File: config.mk
export PLATFORM = sky130hd
export DESIGN_NAME = branch_predict_buffer
export DESIGN_NICKNAME = d
export VERILOG_FILES = /design/src/rtl/branch_predict_buffer.sv
export SDC_FILE = /design/constraint.sdc
export NUM_CORES = 2
export LEC_CHECK = 0
export ABC_AREA = 1
export CORE_MARGIN = 4
export CORE_UTILIZATION = 63
export DETAILED_ROUTE_END_ITERATION = 8
export HOLD_SLACK_MARGIN = 0.12
export PLACE_DENSITY = 0.89
export SLEW_MARGIN = 20
export SYNTH_ARGS = -nofsm -noshare
export SYNTH_HDL_FRONTEND = slang
export SYNTH_SLANG_ARGS = --single-unit
File: constraint.sdc
create_clock -name clk -period 4.5 [get_ports clk]
set_clock_uncertainty 0.1 [all_clocks]
set_input_delay 0.9 -clock clk [delete_from_list [all_inputs] [get_ports clk]]
set_output_delay 0.9 -clock clk [all_outputs]
set_load 0.02 [all_outputs]
File: src/rtl/branch_predict_buffer.sv
// Fully associative branch target buffer with 2-bit saturating direction counters.
// Replacement policy: round-robin by default, true LRU when BTB_LRU_EN is defined.
module branch_predict_buffer #(
    parameter int DATA_WIDTH = 32,
    parameter int LINE_NUM   = 16
) (
    input  logic                  clk,
    input  logic                  rst,
    input  logic                  en,
    input  logic                  flush,
    input  logic [DATA_WIDTH-1:0] lookup_pc,
    output logic                  lookup_hit,
    output logic                  lookup_taken,
    output logic [DATA_WIDTH-1:0] lookup_target,
    input  logic                  upd_valid,
    input  logic [DATA_WIDTH-1:0] upd_pc,
    input  logic [DATA_WIDTH-1:0] upd_target,
    input  logic                  upd_taken
);
    localparam int IDX_W = $clog2(LINE_NUM);

    logic                  valid_q  [LINE_NUM];
    logic [DATA_WIDTH-1:0] tag_q    [LINE_NUM];
    logic [DATA_WIDTH-1:0] target_q [LINE_NUM];
    logic [1:0]            ctr_q    [LINE_NUM];

    logic [LINE_NUM-1:0] valid_vec;
    logic [LINE_NUM-1:0] lookup_match;
    logic [LINE_NUM-1:0] upd_match;

    logic [IDX_W-1:0] lookup_idx;
    logic [IDX_W-1:0] upd_idx;
    logic [IDX_W-1:0] inv_idx;
    logic [IDX_W-1:0] repl_victim;
    logic [IDX_W-1:0] victim_idx;
    logic [IDX_W-1:0] touch_idx;

    logic upd_hit;
    logic inv_any;
    logic do_upd;
    logic do_hit;
    logic do_alloc;
    logic do_touch;

    genvar gi;
    generate
        for (gi = 0; gi < LINE_NUM; gi++) begin : g_match
            assign valid_vec[gi]    = valid_q[gi];
            assign lookup_match[gi] = valid_q[gi] && (tag_q[gi] == lookup_pc);
            assign upd_match[gi]    = valid_q[gi] && (tag_q[gi] == upd_pc);
        end
    endgenerate

    // Scan from the top down so the lowest matching index is the one left standing.
    always_comb begin
        lookup_idx = '0;
        upd_idx    = '0;
        inv_idx    = '0;
        for (int i = LINE_NUM - 1; i >= 0; i--) begin
            if (lookup_match[i]) lookup_idx = IDX_W'(i);
            if (upd_match[i])    upd_idx    = IDX_W'(i);
            if (!valid_vec[i])   inv_idx    = IDX_W'(i);
        end
    end

    assign upd_hit = |upd_match;
    assign inv_any = ~&valid_vec;

    always_comb begin
        lookup_hit    = |lookup_match;
        lookup_taken  = 1'b0;
        lookup_target = '0;
        if (lookup_hit) begin
            lookup_taken  = ctr_q[lookup_idx][1];
            lookup_target = target_q[lookup_idx];
        end
    end

    // Flush wins over the update in the same cycle.
    assign do_upd     = en && !flush && upd_valid;
    assign do_hit     = do_upd && upd_hit;
    assign do_alloc   = do_upd && !upd_hit && upd_taken;
    assign do_touch   = do_hit || do_alloc;
    assign victim_idx = inv_any ? inv_idx : repl_victim;
    assign touch_idx  = upd_hit ? upd_idx : victim_idx;

    generate
        for (gi = 0; gi < LINE_NUM; gi++) begin : g_entry
            always_ff @(posedge clk) begin
                if (rst) begin
                    valid_q[gi]  <= 1'b0;
                    tag_q[gi]    <= '0;
                    target_q[gi] <= '0;
                    ctr_q[gi]    <= 2'b10;
                end else if (en && flush) begin
                    valid_q[gi] <= 1'b0;
                end else if (do_hit && (upd_idx == IDX_W'(gi))) begin
                    if (upd_taken) begin
                        target_q[gi] <= upd_target;
                        if (ctr_q[gi] != 2'b11) ctr_q[gi] <= ctr_q[gi] + 2'b01;
                    end else begin
                        if (ctr_q[gi] != 2'b00) ctr_q[gi] <= ctr_q[gi] - 2'b01;
                    end
                end else if (do_alloc && (victim_idx == IDX_W'(gi))) begin
                    valid_q[gi]  <= 1'b1;
                    tag_q[gi]    <= upd_pc;
                    target_q[gi] <= upd_target;
                    ctr_q[gi]    <= 2'b10;
                end
            end
        end
    endgenerate

`ifdef BTB_LRU_EN
    // Ages form a permutation of 0..LINE_NUM-1; the oldest entry is the victim.
    logic [IDX_W-1:0] age_q [LINE_NUM];

    always_comb begin
        repl_victim = '0;
        for (int i = 0; i < LINE_NUM; i++) begin
            if (age_q[i] == IDX_W'(LINE_NUM - 1)) repl_victim = IDX_W'(i);
        end
    end

    generate
        for (gi = 0; gi < LINE_NUM; gi++) begin : g_age
            always_ff @(posedge clk) begin
                if (rst) begin
                    age_q[gi] <= IDX_W'(gi);
                end else if (do_touch) begin
                    if (touch_idx == IDX_W'(gi)) begin
                        age_q[gi] <= '0;
                    end else if (age_q[gi] < age_q[touch_idx]) begin
                        age_q[gi] <= age_q[gi] + IDX_W'(1);
                    end
                end
            end
        end
    endgenerate
`else
    logic [IDX_W-1:0] ptr_q;
    logic [IDX_W-1:0] ptr_d;

    assign repl_victim = ptr_q;

    // Filling an empty slot does not advance the pointer; only real evictions do.
    always_comb begin
        ptr_d = ptr_q;
        if (do_alloc && !inv_any) ptr_d = ptr_q + IDX_W'(1);
    end

    always_ff @(posedge clk) begin
        if (rst) begin
            ptr_q <= '0;
        end else begin
            ptr_q <= ptr_d;
        end
    end

    logic unused_touch;
    assign unused_touch = do_touch ^ (|touch_idx);
`endif

endmodule

==> metrics.txt, run 1 <==
Rows=114; Synth top area share=52.1%; Synth area leader=edfxtp_1; post-synthesis cell type count=67; Die X-Extent=321 um; Post-Synthesis Net Count=7235; CTS root buf=clkbuf_16; GPL Wtd Cong=1.18; Mapped Cells=7102; Synth Area per Inst=8.70 um^2; Synth area leaders=edfxtp_1 (52%), nand2_1 (9.1%), nor2_1 (6.8%); Num CTS Buffers=113; Seq/Total Area, Yosys=52.2%; Synth Flop Type=edfxtp_1; GRT Util Overall=73.7%; Die Y=321 um; clock tree buffer depth=3; Inst Count DP=9336; port bufs=135; Starting Density=63.7%; status=stopped before the end; Run Error=[ERROR GRT-0232] Routing congestion too high. Check the congestion heatmap in the GUI.; Post-synth EDFFs=1072; largest net degree at the start of global routing=80; Yosys warnings=0; Post-Syn Area=61800 um^2; CTS H-Tree Depth=3; Seq cells post-synth=1076; Final HPWL DP=209000 um; global route overflow=75; IO Pins=136; Fail Step=global routing; ys async rst share=0%; # clock sinks=1076
==> what timing repair did <==
action | CTS
hold buffers | 0
gates cloned | 23
gates resized for setup | 656
endpoints found under the setup margin | 1890
pin swaps | 126
buffers inserted | 78
hold endpoints to repair | 0
==> kinds of logic after synthesis <==
logic type / share of synthesized area, %
XOR/XNOR: 4.35
AND/OR/NAND/NOR: 24.1
AO/OA/AOI/OAI: 9.72
buffers and inverters: 8.93
flip-flops: 52.2
adder cells (fa/ha/maj): 0.628
==> cells in the mapped netlist (all sizes together) (2+ instances only) <==
cell,count
nor4b,2
nor2,1183
a221oi,29
a31oi,4
a221o,3
a22oi,4
a21oi,319
and3,4
or2,41
nand3,285
or4,14
edfxtp,1072
a211oi,20
buf,337
o21a,32
clkbuf,168
and2,10
clkinv,4
o221ai,14
o21bai,8
o2111ai,68
nand4,107
o21ai,218
a22o,4
o211ai,10
nand3b,139
xnor2,152
xor2,155
dfxtp,4
nor3b,3
nor4,84
nand2,1509
o22ai,251
a2111oi,3
ha,31
nor3,41
inv,765
==> through the flow <==
stage | worst slack, ps | TNS [ps] | area (um^2)
floorplan | 34.7 | 0 | 61800
global placement | -2150 | -1878260 | 74700
CTS | -897 | -29180 | 81200
detailed placement | -2130 | -1891820 | 74700
==> metal layers <==
layer  global-route usage, %  overflow
met1                    78.3         2
met2                    85.7        40
met3                    60.7         0
met4                    66.8        33
met5                    35.5         0
==> run 2: changes to the inputs <==
--- a/config.mk
+++ b/config.mk
@@ -7,10 +7,9 @@
 export LEC_CHECK = 0
 export ABC_AREA = 1
 export CORE_MARGIN = 4
-export CORE_UTILIZATION = 63
+export CORE_UTILIZATION = 40
 export DETAILED_ROUTE_END_ITERATION = 8
-export HOLD_SLACK_MARGIN = 0.12
-export PLACE_DENSITY = 0.89
+export PLACE_DENSITY_LB_ADDON = 0.15
 export SLEW_MARGIN = 20
 export SYNTH_ARGS = -nofsm -noshare
 export SYNTH_HDL_FRONTEND = slang
==> metrics.txt, run 2 <==
filler cell count=13800; Post-Synthesis Net Count=7235 (unchanged); final setup fails=74; clock tree buffer depth=3 (unchanged); nets=8691; Seq pwr share=43.7%; Leakage=0.0379 uW; Rows=143 (+25%); initial antenna violation count=21; Max-Cap Viols=0; Final period util=125%; Slew @ Worst Pin=859 ps; GRT Util Overall=40.6%; Layout Cells excl Fill=10700; setup TNS=-33680 ps; CTS tree=yes; area grow syn2layout=41.9%; min Tclk post-route=5600 ps; Die X-Extent=401 um (+25%); Yosys warnings=0 (unchanged); IO Pins=136 (unchanged); crit end category=primary output; Die Area=161000 um^2; Synth Area per Inst=8.70 um^2 (unchanged); Final Hold Vio Count=0; global route overflow=0; Synth area leader=edfxtp_1; Antenna Nets Post-Route=0; Hold Slack=369 ps; CTS root buf=clkbuf_16; Final Max Slew Viols=0; Die Y=401 um (+25%); RSZ-0062 raised after global routing=yes; Regs by FF count=tag_q x512, target_q x512, ctr_q x32; clk_lat worst skew=800 ps; switching power of the nets=7400 uW; Post-synth EDFFs=1072 (unchanged); total power=26400 uW; Net Sw Frac=28.0%; cell mode on critical path=nand2_1; combinational share of power=14.5%; CP Class=in2out; most frequent cells in the layout=nand2_1 (1332), buf_4 (1230), edfxtp_1 (1072), nor2_1 (990), inv_1 (699); routed vias/inst=5.94; Final HPWL DP=242000 um (+16%); slowest CP cell=nor4_1; max frequency=0.178 GHz; # clock sinks=1076 (unchanged); DRC Markers=0; Vias=63600; ys async rst share=0% (unchanged); status=finished, violations left; Int Power=19000 uW; failing checks=setup timing; count leader, synth=nand2_1; Num CTS Buffers=131 (+16%); Worst-path clk slew=50 ps; Synth area leaders=edfxtp_1 (52%), nand2_1 (9.1%), nor2_1 (6.8%); initial DRC count=9527; worst IR drop on VDD=0.382 mV; Synth top area share=52.1% (unchanged); post-synthesis cell type count=67 (unchanged); wirelength, routed=344000 um; Starting Density=40.4% (-23 points); HP Class=reg2reg; Post-Syn Area=61800 um^2 (unchanged); Req. time, crit path=3500 ps; CP startpoint kind=input port; slowest stage delay, CP=300 ps; Seq/Total Area, Yosys=52.2% (unchanged); clock power share=41.8%; vias in the first global route=57900; power density over the cells=302 nW/um^2; CP arrival=4600 ps; Crit Path Max Fanout=8; CTS H-Tree Depth=4 (+1); fin worst setup slack=-1100 ps; Slew HR=42.6%; WL/cell=32.2 um; Synth Flop Type=edfxtp_1; first-pass GRT wire length=461000 um; top post-synthesis cells by count=nand2_1 (1499), nor2_1 (1113), edfxtp_1 (1072); share of cells above drive strength 1=30.5%; GPL Wtd Cong=1.07 (-9.8%); port bufs=135 (unchanged); largest net degree at the start of global routing=51; Inst Count DP=10300 (+10%); Mapped Cells=7102 (unchanged); most common cell after layout, fill and taps aside=nand2_1; 1st-pass router iterations=8; Seq cells post-synth=1076 (unchanged); total core area=153000 um^2
[run 2: cell counts after synthesis]
No cell type changed its count.
[run 2: worst max-delay path: cells and delay by family]
| kind | cells | cell delay [ps] |
|---|---|---|
| simple gates | 19 | 1980 |
| buf+inv | 9 | 1360 |
| compound gates | 2 | 300 |
[run 2: metal layers]
| metal | up-vias | track usage [%] | routed length (um) |
|---|---|---|---|
| li1 | 26800 | - | - |
| met1 | 31200 | 58.3 | 139000 |
| met2 | 4665 | 56.9 | 139000 |
| met3 | 901 | 11.5 | 47300 |
| met4 | 16 | 17.6 | 18700 |
| met5 | - | 0.833 | 114 |
[run 2: logic make-up after synthesis]
kind of cell,count (synthesis),synth area share (%)
and+or+nand+nor,3423,24.1
buffers and inverters,1274,8.93
DFF,1076,52.2
AOI/OAI and AO/OA,991,9.72
xor gates and xnor gates,307,4.35
adders and majority gates,31,0.628
[run 2: worst paths after layout]
check / start / to / slack, ps / depth (start not counted)
hold / removal: ptr_q[3] / ptr_q[3] / 370 / 2
setup reg to reg: valid_q[1][0] / target_q[9][7] / 170 / 20
hold reg to reg: ptr_q[3] / ptr_q[3] / 370 / 2
setup / recovery: lookup_pc[7] / lookup_target[14] / -1100 / 30
[run 2: power by group through the flow]
stage	clock, uW	combinational, uW	sequential, uW
2_1_floorplan	0	1280	11700
3_3_place_gp	0	3420	11700
3_5_place_dp	0	3410	11700
4_1_cts	11100	3550	11500
5_1_grt	11500	3880	11600
6_report	11000	3830	11600
[run 2: repair_timing]
action	in CTS	in global routing
setup buffers	94	61
setup endpoints to repair	2047	1881
resized for setup	733	484
pin swaps	180	274
hold buffers	0	0
gates cloned	37	20
[run 2: layout make-up]
type	count	area (um^2)	area share [%]
diodes	7	17.5	0.0200
flip-flops and latches	1076	32300	36.8
inverters	769	3000	3.42
clock inverters	75	1020	1.16
well taps	2030	2540	2.90
multi-input cells	4757	26500	30.2
clock buffers	158	3390	3.87
repair buffers	1823	19000	21.6
[run 2: stage by stage]
stage	area, um^2	setup slack (ps)	util, %
2_1_floorplan	61800	34.7	-
3_3_place_gp	77300	-2420	50.6
3_5_place_dp	77300	-2370	50.6
4_1_cts	85400	-1090	55.9
5_1_grt	87600	-1150	57.3
6_report	87600	-1100	57.4
No activity file was read; power rests on OpenSTA's default activity.
